<file path="config.mk">
export PLATFORM = sky130hd
export DESIGN_NAME = can_fd_destuff_flat
export DESIGN_NICKNAME = d
export VERILOG_FILES = /design/src/rtl/can_fd_destuff_if.sv /design/src/rtl/can_fd_destuff.sv /design/src/flat_wrapper.sv
export SDC_FILE = /design/constraint.sdc
export NUM_CORES = 1
export LEC_CHECK = 0
export BUFFER_PORTS_ARGS = -buffer_cell sky130_fd_sc_hd__buf_2
export CAP_MARGIN = 10
export CORE_MARGIN = 5
export CORE_UTILIZATION = 55
export DETAILED_ROUTE_END_ITERATION = 10
export PLACE_DENSITY = 0.89
export SLEW_MARGIN = 40
export SYNTH_ARGS = -nofsm -noshare
export SYNTH_HDL_FRONTEND = slang
export SYNTH_SLANG_ARGS = --single-unit
</file>
<file path="constraint.sdc">
create_clock -name clk -period 2 [get_ports clk]
set_clock_uncertainty 0.05 [all_clocks]
set_input_delay 0.1 -clock clk [delete_from_list [all_inputs] [get_ports clk]]
set_output_delay 0.1 -clock clk [all_outputs]
set_load 0.1 [all_outputs]
</file>
<file path="src/rtl/can_fd_destuff_if.sv">
// Sample-side inputs and CRC-side outputs of the receive destuffer.
interface can_fd_destuff_if;
    logic       sample_point;
    logic       sampled_bit;
    logic       rx_active;
    logic       stuff_en;
    logic       fixed_stuff;
    logic       bit_data;
    logic       bit_valid;
    logic       stuff_bit;
    logic       fixed_stuff_bit;
    logic       stuff_err;
    logic [2:0] stuff_cnt;
    logic [2:0] stuff_cnt_gray;
    logic       stuff_cnt_par;

    // Bit timing / bit stream processor side drives the samples and mode.
    modport master (
        output sample_point, sampled_bit, rx_active, stuff_en, fixed_stuff,
        input  bit_data, bit_valid, stuff_bit, fixed_stuff_bit, stuff_err,
        input  stuff_cnt, stuff_cnt_gray, stuff_cnt_par
    );

    // The destuffer itself.
    modport slave (
        input  sample_point, sampled_bit, rx_active, stuff_en, fixed_stuff,
        output bit_data, bit_valid, stuff_bit, fixed_stuff_bit, stuff_err,
        output stuff_cnt, stuff_cnt_gray, stuff_cnt_par
    );
endinterface

</file>
<file path="src/rtl/can_fd_destuff.sv">
// CAN / CAN FD receive destuffer: classifies each sampled bit as data,
// dynamic stuff bit or fixed stuff bit, flags stuff errors and keeps the
// dynamic stuff-bit count (binary, Gray and parity) for the FD stuff-count field.
module can_fd_destuff #(
    parameter int STUFF_LEN = 5,
    parameter int FIXED_LEN = 4
) (
    input  logic           clk,
    input  logic           rst_n,
    can_fd_destuff_if.slave bus
);

    localparam int RUN_W  = $clog2(STUFF_LEN + 1);
    localparam int FCNT_W = $clog2(FIXED_LEN + 1);
    localparam logic [RUN_W-1:0]  RUN_MAX  = RUN_W'(STUFF_LEN);
    localparam logic [RUN_W-1:0]  RUN_ONE  = RUN_W'(1);
    localparam logic [FCNT_W-1:0] FCNT_MAX = FCNT_W'(FIXED_LEN);
    localparam logic [FCNT_W-1:0] FCNT_ONE = FCNT_W'(1);

    typedef enum logic [1:0] {
        MODE_PLAIN   = 2'd0,
        MODE_DYNAMIC = 2'd1,
        MODE_FIXED   = 2'd2
    } mode_t;

    // Frame state
    logic              r_last_bit;
    logic [RUN_W-1:0]  r_run;
    logic [FCNT_W-1:0] r_fcnt;
    logic [2:0]        r_cnt;
    logic              r_fixed_seen;

    // Registered outputs
    logic              r_bit_data;
    logic              r_bit_valid;
    logic              r_stuff_bit;
    logic              r_fixed_stuff_bit;
    logic              r_stuff_err;

    // Next-state values
    mode_t             w_mode;
    logic              w_same;
    logic [FCNT_W-1:0] w_fpos;
    logic              w_last_bit_nxt;
    logic [RUN_W-1:0]  w_run_nxt;
    logic [FCNT_W-1:0] w_fcnt_nxt;
    logic [2:0]        w_cnt_nxt;
    logic              w_fixed_seen_nxt;
    logic              w_bit_data_nxt;
    logic              w_bit_valid_nxt;
    logic              w_stuff_bit_nxt;
    logic              w_fixed_stuff_bit_nxt;
    logic              w_stuff_err_nxt;
    logic [2:0]        w_gray;

    // Decode the active stuffing rule from the frame-field qualifiers.
    always_comb begin
        if (!bus.stuff_en) begin
            w_mode = MODE_PLAIN;
        end else if (bus.fixed_stuff) begin
            w_mode = MODE_FIXED;
        end else begin
            w_mode = MODE_DYNAMIC;
        end
    end

    // Classify the current sample and compute the next frame state.
    always_comb begin
        w_last_bit_nxt        = r_last_bit;
        w_run_nxt             = r_run;
        w_fcnt_nxt            = r_fcnt;
        w_cnt_nxt             = r_cnt;
        w_fixed_seen_nxt      = r_fixed_seen;
        w_bit_data_nxt        = r_bit_data;
        w_bit_valid_nxt       = 1'b0;
        w_stuff_bit_nxt       = 1'b0;
        w_fixed_stuff_bit_nxt = 1'b0;
        w_stuff_err_nxt       = 1'b0;
        w_same                = (bus.sampled_bit == r_last_bit);
        // The first fixed-mode sample always lands on a fixed stuff bit,
        // whatever fcnt was left at from earlier fields.
        w_fpos                = r_fixed_seen ? r_fcnt : '0;

        if (!bus.rx_active) begin
            w_last_bit_nxt   = 1'b1;
            w_run_nxt        = '0;
            w_fcnt_nxt       = '0;
            w_cnt_nxt        = '0;
            w_fixed_seen_nxt = 1'b0;
            w_bit_data_nxt   = 1'b0;
        end else if (bus.sample_point) begin
            w_bit_data_nxt = bus.sampled_bit;
            w_last_bit_nxt = bus.sampled_bit;
            case (w_mode)
                MODE_PLAIN: begin
                    w_bit_valid_nxt = 1'b1;
                    w_run_nxt       = '0;
                    w_fcnt_nxt      = '0;
                end
                MODE_DYNAMIC: begin
                    if (r_run == RUN_MAX) begin
                        if (w_same) begin
                            // Violating bit restarts the run so the next
                            // opposite bit is taken as data.
                            w_stuff_err_nxt = 1'b1;
                            w_run_nxt       = RUN_ONE;
                        end else begin
                            w_bit_valid_nxt = 1'b1;
                            w_stuff_bit_nxt = 1'b1;
                            w_cnt_nxt       = r_cnt + 3'd1;
                            w_run_nxt       = RUN_ONE;
                        end
                    end else begin
                        w_bit_valid_nxt = 1'b1;
                        w_run_nxt       = w_same ? (r_run + RUN_ONE) : RUN_ONE;
                    end
                end
                MODE_FIXED: begin
                    w_fixed_seen_nxt = 1'b1;
                    if (w_fpos == '0) begin
                        w_fixed_stuff_bit_nxt = 1'b1;
                        w_stuff_err_nxt       = w_same;
                        w_fcnt_nxt            = FCNT_ONE;
                    end else begin
                        w_bit_valid_nxt = 1'b1;
                        w_fcnt_nxt      = (w_fpos == FCNT_MAX) ? '0 : (w_fpos + FCNT_ONE);
                    end
                end
                default: begin
                end
            endcase
        end
    end

    // Frame state and output registers.
    always_ff @(posedge clk or negedge rst_n) begin
        if (!rst_n) begin
            r_last_bit        <= 1'b1;
            r_run             <= '0;
            r_fcnt            <= '0;
            r_cnt             <= '0;
            r_fixed_seen      <= 1'b0;
            r_bit_data        <= 1'b0;
            r_bit_valid       <= 1'b0;
            r_stuff_bit       <= 1'b0;
            r_fixed_stuff_bit <= 1'b0;
            r_stuff_err       <= 1'b0;
        end else begin
            r_last_bit        <= w_last_bit_nxt;
            r_run             <= w_run_nxt;
            r_fcnt            <= w_fcnt_nxt;
            r_cnt             <= w_cnt_nxt;
            r_fixed_seen      <= w_fixed_seen_nxt;
            r_bit_data        <= w_bit_data_nxt;
            r_bit_valid       <= w_bit_valid_nxt;
            r_stuff_bit       <= w_stuff_bit_nxt;
            r_fixed_stuff_bit <= w_fixed_stuff_bit_nxt;
            r_stuff_err       <= w_stuff_err_nxt;
        end
    end

    // Gray-coded stuff count for the FD stuff-count field.
    always_comb begin
        w_gray = r_cnt ^ {1'b0, r_cnt[2:1]};
    end

    assign bus.bit_data        = r_bit_data;
    assign bus.bit_valid       = r_bit_valid;
    assign bus.stuff_bit       = r_stuff_bit;
    assign bus.fixed_stuff_bit = r_fixed_stuff_bit;
    assign bus.stuff_err       = r_stuff_err;
    assign bus.stuff_cnt       = r_cnt;
    assign bus.stuff_cnt_gray  = w_gray;
    assign bus.stuff_cnt_par   = ^w_gray;

endmodule

</file>
<file path="src/flat_wrapper.sv">
// flat-port wrapper written by rule: the top's interface ports become plain ports
module can_fd_destuff_flat 
#(
    parameter int STUFF_LEN = 5,
    parameter int FIXED_LEN = 4
)
  (clk, rst_n, bus_sample_point, bus_sampled_bit, bus_rx_active, bus_stuff_en, bus_fixed_stuff, bus_bit_data, bus_bit_valid, bus_stuff_bit, bus_fixed_stuff_bit, bus_stuff_err, bus_stuff_cnt, bus_stuff_cnt_gray, bus_stuff_cnt_par);
  can_fd_destuff_if bus_i ();
  input  logic clk;
  input  logic rst_n;
  input wire logic [$bits(bus_i.sample_point)-1:0] bus_sample_point;
  input wire logic [$bits(bus_i.sampled_bit)-1:0] bus_sampled_bit;
  input wire logic [$bits(bus_i.rx_active)-1:0] bus_rx_active;
  input wire logic [$bits(bus_i.stuff_en)-1:0] bus_stuff_en;
  input wire logic [$bits(bus_i.fixed_stuff)-1:0] bus_fixed_stuff;
  output wire logic [$bits(bus_i.bit_data)-1:0] bus_bit_data;
  output wire logic [$bits(bus_i.bit_valid)-1:0] bus_bit_valid;
  output wire logic [$bits(bus_i.stuff_bit)-1:0] bus_stuff_bit;
  output wire logic [$bits(bus_i.fixed_stuff_bit)-1:0] bus_fixed_stuff_bit;
  output wire logic [$bits(bus_i.stuff_err)-1:0] bus_stuff_err;
  output wire logic [$bits(bus_i.stuff_cnt)-1:0] bus_stuff_cnt;
  output wire logic [$bits(bus_i.stuff_cnt_gray)-1:0] bus_stuff_cnt_gray;
  output wire logic [$bits(bus_i.stuff_cnt_par)-1:0] bus_stuff_cnt_par;
  assign bus_i.sample_point = bus_sample_point;
  assign bus_i.sampled_bit = bus_sampled_bit;
  assign bus_i.rx_active = bus_rx_active;
  assign bus_i.stuff_en = bus_stuff_en;
  assign bus_i.fixed_stuff = bus_fixed_stuff;
  assign bus_bit_data = bus_i.bit_data;
  assign bus_bit_valid = bus_i.bit_valid;
  assign bus_stuff_bit = bus_i.stuff_bit;
  assign bus_fixed_stuff_bit = bus_i.fixed_stuff_bit;
  assign bus_stuff_err = bus_i.stuff_err;
  assign bus_stuff_cnt = bus_i.stuff_cnt;
  assign bus_stuff_cnt_gray = bus_i.stuff_cnt_gray;
  assign bus_stuff_cnt_par = bus_i.stuff_cnt_par;
  can_fd_destuff #(.STUFF_LEN(STUFF_LEN), .FIXED_LEN(FIXED_LEN)) u_core (.clk(clk), .rst_n(rst_n), .bus(bus_i));
endmodule
</file>
## Word-level counts from Yosys, hierarchy flattened

Cells that the tools add are included.

| storage, ports and cells | value |
|---|---|
| input bits | 7 |
| bits in registers | 16 |

| operators by class | value |
|---|---|
| add/subtract/negate cells | 3 |
| bitwise operators | 1 |
| equality and inequality tests | 12 |
| multiplexer cells | 44 |
| reductions and logical operators | 7 |

Operators by type and width:

| operator | number |
|---|---|
| $mux 3 | 14 |
| $mux 1 | 24 |
| $pmux 3 s2 | 2 |
| $add 3x1->3 const B | 3 |
| $eq 3x3->1 const B | 2 |
| $ne 2x1->1 const B | 3 |
| $ne 3x1->1 const B | 2 |
| $reduce_and 2->1 | 3 |
| $mux 2 | 2 |
| $ne 2x2->1 const B | 2 |
| $reduce_and 4->1 | 1 |
| $logic_not 3->1 | 1 |
| $pmux 1 s3 | 1 |
| $reduce_xor 3->1 | 1 |
| $xor 3x2->3 | 1 |
| $eq 2x1->1 const B | 1 |
| $eq 2x2->1 const B | 1 |
| $logic_not 2->1 | 1 |
| $pmux 1 s2 | 1 |
| $eq 1x1->1 | 1 |

## Longest topological paths before layout

Gate-level depths: netlist of the first run.

| depth | value |
|---|---|
| depth in word-level cells | 7 |
| mapped depth | 6 |

## Worst setup path before layout of the first run

Ideal clock, no wire load.

| path | value |
|---|---|
| kind | register to output |
| start | register u_core.r_cnt[2] (netlist: u_core.bus.stuff_cnt[2]) |
| end | output bus_stuff_cnt_gray[1] |
| data arrival time | 2449 ps |
| slack | -599 ps |
| cell stages (with the launch flop) | 2 |
| path buffers | 0 |
| path through | dfrtp_1 xor2_1 |

| between the ends | value |
|---|---|
| word-level cells in the longest chain between the ends | 1 |

Ends and longest elaborated chain:

| element | RTL line | source |
|---|---|---|
| start: declaration | can_fd_destuff.sv:30 | `logic [2:0] r_cnt;` |
| start signal: assignment | can_fd_destuff.sv:152 | `r_cnt <= w_cnt_nxt;` |
| $xor 3x2->3 | can_fd_destuff.sv:164 | `w_gray = r_cnt ^ {1'b0, r_cnt[2:1]};` |
| end: declaration | flat_wrapper.sv:22 | `output wire logic [$bits(bus_i.stuff_cnt_gray)-1:0] bus_stuff_cnt_gray;` |

No other way between the ends.

## Final worst setup path of the first run

| path | value |
|---|---|
| start | register u_core.r_cnt[1] (netlist: u_core.bus.stuff_cnt[1]) |
| end | output bus_stuff_cnt_gray[0] |

Same word-level chain as after synthesis.

==> key figures, run 1 <==
Route
  – Vias: between 600 and 700
  – DRC Markers: 0
  – Final WL: around 1600 um
  – 1st-iter DRT viols: 9
  – Vias per std cell: about 5.3
  – Routed WL per cell: about 13 um
  – Final ANT Viol Nets: 0
  – Total iterations of the first detailed-routing run: 4

Floorplanning
  – Die Width: 49.2 um
  – Die Y: between 40 and 50 um
  – Initial core utilization: between 50% and 60%
  – Top-level port count: 19
  – Die ar.: 0.00242 sq mm
  – Core Rows: 14
  – Core area: about 0.0015 sq mm

Final layout
  – Multi-input gate area: 408 sq um
  – Final Util: 67.6%
  – Layout cells sized above 1: between 20% and 30%
  – Fill count: ~120
  – Sequential cell area: 402 sq um
  – Cell area after layout: ~0.001 sq mm
  – Layout Nets: between 100 and 150
  – Area grow syn2layout: 18.9%
  – Diodes inserted: 0

Critical path
  – Critical Path End Type: output port
  – Crit path kind: register to output port
  – Crit start category: register
  – Required time of the critical path: between 1500 and 2000 ps
  – FF-to-FF Start: u_core.r_last_bit
  – Arrival @ worst endpoint: 1530 ps
  – CP max FO: 4
  – FF-to-FF setup slack: about 600 ps
  – CP max stage delay: about 440 ps
  – Worst r2r dst: u_core.r_run[2]
  – CP max stage cell: dfrtp_1
  – Worst R2R Path Depth: 4
  – Cell Chain, Critical Path: ha_2 > buf_2

Yosys
  – Syn_nets: approximately 100
  – Synthesized area per cell: approximately 9.5 sq um
  – Cell area after synthesis: roughly 850 sq um
  – Synth cell types: 30
  – Mapped Cells: slightly below 90
  – Post-synth top area share: between 40 and 50%
  – Leading area contributor after synthesis: dfrtp_1
  – Yosys warning total: 0
  – Commonest cells post-synth: dfrtp_1 (15), nand2_1 (15), nor2_1 (8)
  – Number of synthesized flops with an enable pin: 0
  – Synth async-reset ratio: 100%
  – Seq/Total Area, Yosys: 47.5%
  – #FFs+latches synth: 16
  – Main synth FF type: dfrtp_1
  – Main area contributors after synthesis: dfrtp_1 (44%), ha_1 (7.4%), nand2_1 (6.7%), nor2_1 (3.6%), dfstp_2 (3.1%)

Timing
  – Tcrit/Tclk final: 83.9%
  – Final setup fails: 0
  – Setup TNS: 0 ps
  – Worst Slack Setup Final: around 320 ps
  – Final hold vios: 0
  – Final min period: roughly 1700 ps
  – Final hold slack: roughly 31 ps
  – Fmax: between 0.5 and 0.6 GHz
  – Max-slew violations: 0
  – RSZ-0062 raised after global routing: false
  – Worst Max-Slew Pin Slew: 500 ps
  – Slew Limit Headroom: approximately two thirds

Global routing
  – Vias in the first global route: about 660
  – Largest net degree at the start of global routing: 17
  – GRT Overall Usage: 15.6%
  – Grt ovf: 0
  – Initial antenna violation count: 0
  – First-pass GRT wire length: between 2000 and 3000 um

Pwr
  – P_leak: approximately 0.52 nW
  – Power Density: ~630 mW/mm^2
  – Max IR drop VDD: 0.531 mV

CTS
  – CTS H-tree depth: 1
  – Clock sink total: 16
  – Number of CTS-inserted buffers: 3
  – CTS root buffer: clkbuf_4
  – Post-CTS Setup Bufs: 0
  – Worst-path clk slew: 90 ps
  – Clock tree buffer depth: 2
  – CTS tree: yes
  – Worst-Skew Late Latency: between 200 and 300 ps

Hold path
  – Hold Path Depth: 3
  – Hold endpoint: u_core.r_last_bit
  – Worst Hold Class: primary input to register
  – Hold wc startpoint: bus_sampled_bit

Flow run
  – Max_cap viols: 0

Placed design
  – Port bufs: 18
  – Dpl hpwl: around 1300 um
  – Routability cong.: roughly 0.8
  – Dpl ws: ~610 ps
  – Dpl cell area: 950 sq um

Outcome
  – Status: finished, final reports clean
[placed cells by master, fill, tap and decap left out, types with 2 or more instances in the layout]
master / synthesis / final
a21oi_1: 4 / 4
buf_2: 1 / 18
clkbuf_4: 0 / 3
dfrtp_1: 15 / 15
dlygate4sd3_1: 0 / 2
ha_1: 5 / 4
inv_1: 7 / 7
nand2_1: 15 / 15
nand2b_1: 2 / 2
nand3_1: 3 / 3
nand4_1: 3 / 3
nor2_1: 8 / 8
o21ai_0: 4 / 4
o21ai_1: 2 / 2
xor2_1: 3 / 2
xor2_2: 1 / 2
[registers in the layout, indices dropped and copies added (netlist names)]
name,count
u_core.bus.bit_data,1
u_core.bus.bit_valid,1
u_core.bus.fixed_stuff_bit,1
u_core.bus.stuff_bit,1
u_core.bus.stuff_cnt,3
u_core.bus.stuff_err,1
u_core.r_fcnt,3
u_core.r_fixed_seen,1
u_core.r_last_bit,1
u_core.r_run,3
[metal layers]
layer  GRT usage (%)  vias to the layer above  share of wire (%)
met3            3.67                        3                4.2
met1            18.7                      311                 41
met4            8.07                        0                1.8
met5               0                        -                  0
li1                -                      341                  -
met2            25.5                       16                 53
[worst max-delay path by stage]
stage	cells past startpoint	to	startpoint
after global routing	2	bus_stuff_cnt_gray[0]	u_core.bus.stuff_cnt[1]
after CTS	2	bus_stuff_cnt_gray[0]	u_core.bus.stuff_cnt[1]
after global placement	6	u_core.bus.stuff_cnt[0]	u_core.r_run[1]
after floorplan	1	bus_stuff_cnt_gray[1]	u_core.bus.stuff_cnt[1]
after detailed placement	4	u_core.r_run[2]	u_core.r_last_bit
final	2	bus_stuff_cnt_gray[0]	u_core.bus.stuff_cnt[1]
[cell families (layout without fill, tap and decap cells)]
logic type | count (synthesis) | in the layout | synth area share [%]
and+or+nand+nor | 36 | 36 | 20.4
adders and majority gates | 5 | 5 | 7.40
xor gates and xnor gates | 4 | 4 | 5.03
AOI/OAI and AO/OA | 17 | 17 | 14.2
buffers and inverters | 11 | 32 | 5.47
DFF | 16 | 16 | 47.5
[repair_timing]
item                                   4_1_cts  5_1_grt
hold buffers                                 2        0
endpoints found under the hold margin       17        0
gates resized for setup                      0        0
[through the flow]
step	instances	power [W]
floorplan	89	0.000396
global placement	120	0.000420
detailed placement	120	0.000422
CTS	126	0.000644
global route	126	0.000671
finish	126	0.000633
[critical path, delay by kind of cell, from the launching register on]
kind                     cells  cell delay, ps
adder cells (fa/ha/maj)      1             360
buffers and inverters        1             430
flip-flops                   1             440
[report_power, final]
group / switching, W / internal (W) / leakage, nW
logic: 0.0000596 / 0.0000216 / 0.282
registers: 0.00000535 / 0.000332 / 0.217
clock network: 0.000104 / 0.000111 / 0.0210
[final cells by class]
cell class / count / share of cell area (%)
multi-input combinational: 62 / 40.5
inverter: 8 / 2.99
tap: 16 / 1.99
timing repair buffer: 20 / 10.9
sequential: 16 / 39.9
clock buffer: 4 / 3.61
No activity file was read; power rests on OpenSTA's default activity.
==> inputs of run 2 (changes only) <==
- CORE_UTILIZATION: 55 -> 51
- PLACE_DENSITY: 0.89 -> 0.84
- clock period: 2 -> 1.7 ns (I/O delays scaled with it)
==> run 2 against run 1 <==
Compared with the run above:
- global-route usage is essentially flat
- utilization shrank 0.76 points
- highest routed layer unchanged
- critical path type unchanged
- sequential power grew 18%
==> key figures, run 2 (synthesis gave the netlist of run 1 again) <==
Floorplanning
  – Die Y: 50.7 um (+3.1%)
  – Core Rows: 14 (unchanged)
  – Die Width: 50.7 um (+3.1%)
  – Top-level port count: 19 (unchanged)
  – Initial core utilization: 54.9% (-1.9 points)
  – Die ar.: 0.00257 sq mm (+6.2%)
  – Core area: 0.00154 sq mm (+3.5%)

Placed design
  – Routability cong.: 0.752 (-6.3%)
  – Port bufs: 18 (unchanged)
  – Dpl hpwl: 1280 um (-2.0%)

Final layout
  – Final Util: 66.8% (-0.76 points)
  – Layout Nets: 123 (unchanged)
  – Most common cell after layout, fill and taps aside: buf_2
  – Area grow syn2layout: 21.7%
  – Most frequent cells in the layout: buf_2 (18), nand2_1 (15), dfrtp_1 (13), nor2_1 (8), inv_1 (7)
  – Diodes inserted: 0 (unchanged)
  – Layout cells sized above 1: 30.0% (+1.8 points)

Critical path
  – Crit path from: u_core.bus.stuff_cnt[1]
  – CP max FO: 4 (unchanged)
  – CP top delay family: flip-flops
  – Critical Path End Type: output port
  – Required time of the critical path: 1560 ps (-290 ps)
  – Cell Chain, Critical Path: ha_4 > buf_2
  – CP max stage delay: 480 ps (+40 ps)
  – Worst Path Buf+Inv: 1 (unchanged)
  – Arrival @ worst endpoint: 1480 ps (-50 ps)
  – CP max stage cell: dfrtp_2
  – Crit start category: register
  – FF-to-FF Start: u_core.r_run[0]
  – Crit path kind: register to output port

Route
  – Vias: 675 (+0.60%)
  – 1st-iter DRT viols: 13 (+4)
  – Routed WL per cell: 13.1 um (about the same)
  – Final ANT Viol Nets: 0 (unchanged)
  – Vias per std cell: 5.36 (+0.60%)
  – Final WL: 1650 um (about the same)
  – Total iterations of the first detailed-routing run: 4 (unchanged)
  – DRC Markers: 0 (unchanged)

CTS
  – Clock tree buffer depth: 2 (unchanged)
  – CTS H-tree depth: 1 (unchanged)
  – Number of CTS-inserted buffers: 3 (unchanged)
  – CTS root buffer: clkbuf_4
  – Worst-path clk slew: 90 ps (about the same)
  – Clock sink total: 16 (unchanged)
  – Worst-Skew Late Latency: 290 ps (about the same)
  – CTS tree: yes
  – Post-CTS Setup Bufs: 0 (unchanged)
  – PostCTS Resize Cnt: 0 (unchanged)

Global routing
  – Largest net degree at the start of global routing: 17 (unchanged)
  – Vias in the first global route: 692 (+5.0%)
  – Initial antenna violation count: 0 (unchanged)
  – First-pass GRT wire length: 3060 um (+6.2%)
  – Grt ovf: 0 (unchanged)
  – GRT Overall Usage: 15.6% (about the same)

Outcome
  – Status: finished, final reports clean

Timing
  – Fmax: slightly above 0.6 GHz
  – RSZ-0062 raised after global routing: false
  – Slew Limit Headroom: 67.8% (+0.93 points)
  – Final min period: between 1500 and 2000 ps
  – Worst Max-Slew Pin Slew: 486 ps (-14.0 ps)
  – Final hold slack: 16.1 ps (-14.9 ps)
  – Final hold vios: 0 (unchanged)
  – Max-slew violations: 0 (unchanged)
  – Final setup fails: 0 (unchanged)
  – Tcrit/Tclk final: 94.9%

Pwr
  – Max IR drop VDD: 0.576 mV (+8.3%)
  – P_leak: 0.519 nW (-0.29%)
  – Power Density: 730 mW/mm^2 (+16%)

Flow run
  – Max_cap viols: 0 (unchanged)

Hold path
  – Hold wc startpoint: bus_sampled_bit
  – Worst Hold Class: primary input to register
## run 2: cell counts in the layout (fill, tap and decap cells not counted)
Identical to the previous run, type by type.
## run 2: metal layers
| metal | part of all wire (%) | wire (um) | global-route usage [%] | up-vias |
|---|---|---|---|---|
| met5 | 0 | 0 | 0 | - |
| met4 | 1.4 | 23 | 7.23 | 0 |
| li1 | - | - | - | 346 |
| met1 | 44 | 725 | 20.8 | 302 |
| met2 | 47 | 781 | 22.9 | 22 |
| met3 | 7.1 | 117 | 4.73 | 5 |
## run 2: worst register-to-register path: stages (launching register included)
cell,delay (ps)
dfrtp_1,430
ha_1,250
a21oi_1,260
nand2_1,150
o41ai_2,220
## run 2: power breakdown
part	switching [W]	total (W)	internal (W)	leakage [nW]
registers	0.00000673	0.000397	0.000390	0.214
logic	0.0000721	0.0000974	0.0000253	0.284
clock network	0.000126	0.000257	0.000131	0.0210
total	0.000205	0.000751	0.000546	0.519
## run 2: per-stage QoR
step / setup TNS [ps] / area, sq um / worst slack, ps / instances / total power, W
4_1_cts: 0 / 1030 / 76.3 / 126 / 0.000752
3_5_place_dp: 0 / 973 / 257 / 120 / 0.000498
2_1_floorplan: -62.1 / 881 / -62.1 / 89 / 0.000466
5_1_grt: 0 / 1030 / 38.0 / 126 / 0.000785
6_report: 0 / 1030 / 85.9 / 126 / 0.000751
3_3_place_gp: 0 / 973 / 339 / 120 / 0.000494
## run 2: final timing paths
kind	to	slack, ps	cells after the start
min in group asynchronous	u_core.bus.bit_data	170	2
hold / removal	u_core.r_last_bit	20	3
hold reg to reg	u_core.r_fcnt[1]	450	2
max in group asynchronous	u_core.r_last_bit	1130	2
setup reg to reg	u_core.r_run[2]	230	4
setup / recovery	bus_stuff_cnt_gray[0]	90	2
## run 2: repair_timing
action,4_1_cts,5_1_grt
hold endpoints to repair,17,0
setup endpoints to repair,0,0
hold buffers,2,0
## run 2: final cells by class
class                   instances  area, sq um
fillers                       125          512
inverters                       8         30.0
clock buffers                   4         36.3
flip-flops and latches         16          404
repair buffers                 20          110
well taps                      16         20.0
multi-input cells              62          429
==> inputs of run 3 (changes only) <==
- BUFFER_PORTS_ARGS: -buffer_cell sky130_fd_sc_hd__buf_2 -> not set
- CORE_UTILIZATION: 51 -> 55
- DONT_BUFFER_PORTS: not set -> 1
- PLACE_DENSITY: 0.84 -> 0.78
- clock period: 1.7 -> 2.05 ns (I/O delays scaled with it)
==> run 3 against run 2 <==
Compared with the run above:
- routed wire length up 4.7%
- register-to-register slack better by 260 ps
- critical path depth up 1
- via count up 2.4%
- highest routed layer unchanged
- power down 17%
- global-route usage up 0.61 points
- critical path type is now register to register
- first-iteration DRC count up 54%
- sequential power down 17%
==> key figures, run 3 (synthesis gave the netlist of run 1 again) <==
Timing
  – Tcrit/Tclk final: 76.2%
  – Final setup fails: 0 (unchanged)
  – Worst Slack Setup Final: 488 ps (+402 ps)
  – Max-slew violations: 0 (unchanged)
  – Final min period: 1560 ps
  – Final hold slack: 6.14 ps (-9.94 ps)
  – Worst Max-Slew Pin Slew: 719 ps (+232 ps)
  – RSZ-0062 raised after global routing: false
  – Fmax: approximately 0.64 GHz
  – Final hold vios: 0 (unchanged)
  – Slew Limit Headroom: 51.9% (-16 points)

CTS
  – Clock tree buffer depth: 2 (unchanged)
  – Clock sink total: 16 (unchanged)
  – Worst-path clk slew: 90 ps (about the same)
  – CTS tree: yes
  – Worst-Skew Late Latency: 290 ps (about the same)
  – CTS H-tree depth: 1 (unchanged)
  – Number of CTS-inserted buffers: 3 (unchanged)
  – CTS root buffer: clkbuf_4

Final layout
  – Multi-input gate area: 408 sq um (-5.0%)
  – Layout cells sized above 1: 23.1% (-6.9 points)
  – Fill count: 110 (-12%)
  – Layout Nets: 121 (-1.6%)
  – Most common cell after layout, fill and taps aside: nand2_1
  – Area grow syn2layout: 26.0%
  – Final Util: 71.6% (+4.8 points)
  – Final Non-Filler Cells: 124 (-1.6%)
  – Sequential cell area: 404 sq um (unchanged)
  – Diodes inserted: 0 (unchanged)
  – Most frequent cells in the layout: nand2_1 (15), dfrtp_1 (13), buf_4 (9), nor2_1 (8), dlygate4sd3_1 (8)

Route
  – Final WL: 1730 um (+4.7%)
  – Total iterations of the first detailed-routing run: 4 (unchanged)
  – Final ANT Viol Nets: 0 (unchanged)
  – Routed WL per cell: 13.9 um (+6.4%)
  – Vias: 691 (+2.4%)
  – Vias per std cell: 5.57 (+4.0%)
  – DRC Markers: 0 (unchanged)
  – 1st-iter DRT viols: 20 (+7)

Critical path
  – Required time of the critical path: 2240 ps (+680 ps)
  – Arrival @ worst endpoint: 1750 ps (+270 ps)
  – Crit start category: register
  – CP max FO: 2 (-2)
  – Critical Path End Type: register
  – Crit path kind: register to register

Hold path
  – Worst Hold Class: primary input to register

Floorplanning
  – Top-level port count: 19 (unchanged)
  – Die ar.: 0.00242 sq mm (-5.9%)
  – Die Width: 49.2 um (-3.0%)
  – Core area: 0.00149 sq mm (-3.4%)
  – Die Y: 49.2 um (-3.0%)
  – Initial core utilization: 56.8% (+1.9 points)
  – Core Rows: 14 (unchanged)

Flow run
  – Max_cap viols: 0 (unchanged)

Global routing
  – GRT met3 Usage: 3.98% (-0.76 points)
  – Met2 Resource Use GR: 23.4% (+0.46 points)
  – Initial antenna violation count: 0 (unchanged)
  – Vias in the first global route: 701 (+1.3%)
  – GRT Overall Usage: 16.2% (+0.61 points)
  – Grt ovf: 0 (unchanged)
  – Largest net degree at the start of global routing: 17 (unchanged)
  – First-pass GRT wire length: 3020 um (-1.3%)
  – GR Util met1: 20.1% (-0.70 points)
  – Grt peak-use layer: met2

Outcome
  – Status: finished, final reports clean

Placed design
  – Dpl ws: 618 ps (+361 ps)
  – Post-Place Cells: 112 (-6.7%)
  – Routability cong.: 0.753 (+0.13%)
  – Port bufs: 0 (-18)
  – Dpl hpwl: 1160 um (-8.8%)

Pwr
  – Power Density: 586 mW/mm^2 (-20%)
  – Max IR drop VDD: 0.555 mV (-3.6%)
  – P_leak: 0.506 nW (-2.6%)
==> run 3: cell count changes in the layout (fill, tap and decap cells not counted) <==
cell / before / now
buf_12: 0 / 1
buf_2: 18 / 0
buf_4: 0 / 9
dlygate4sd3_1: 2 / 8
ha_2: 0 / 1
ha_4: 1 / 0
xor2_2: 1 / 2
xor2_4: 1 / 0
==> run 3: path summary, 6_finish.rpt <==
check / endpoint / slack, ps / start / cells past startpoint
max in group asynchronous: u_core.bus.stuff_cnt[0] / 1210 / rst_n / 1
max: u_core.r_last_bit / 490 / u_core.r_last_bit / 3
min in group asynchronous: u_core.bus.bit_valid / 250 / rst_n / 1
min reg2reg: u_core.r_fcnt[1] / 440 / u_core.r_fcnt[1] / 2
min: u_core.bus.stuff_cnt[2] / 6 / bus_sample_point / 3
max reg2reg: u_core.r_last_bit / 490 / u_core.r_last_bit / 3
==> run 3: per-layer routing <==
metal  vias to the layer above  share of wire (%)
met5                         -                  0
met4                         0                4.7
met3                         9                6.9
met2                        28                 44
met1                       315                 44
li1                        339                  -
==> run 3: where the power goes <==
part	internal, W	total, W	switching, W	leakage (nW)
Clock	0.000108	0.000212	0.000104	0.0210
Sequential	0.000323	0.000329	0.00000550	0.214
Combinational	0.0000262	0.0000834	0.0000572	0.271
==> run 3: stage by stage <==
step           power, W  cell area [sq um]  setup TNS [ps]
5_1_grt        0.000655               1070               0
6_report       0.000625               1070               0
2_1_floorplan  0.000386                856           -24.4
4_1_cts        0.000632               1070               0
3_5_place_dp   0.000395                950               0
3_3_place_gp   0.000394                950               0
==> run 3: worst max-delay path, stage by stage, from the launching register on <==
cell and delay (ps):
dfstp_2 570, or2b_1 240, nand3_1 100, dlygate4sd3_1 560
==> run 3: cell type report <==
class	instances	area share [%]
clock buffers	4	3.40
inverters	8	2.82
flip-flops and latches	16	37.9
repair buffers	18	15.7
well taps	16	1.88
multi-input cells	62	38.3
==> run 3: what timing repair did <==
action | 4_1_cts | 5_1_grt
buffers inserted | 0 | 0
gates resized for setup | 0 | 0
endpoints found under the hold margin | 29 | 0
hold buffers | 8 | 0
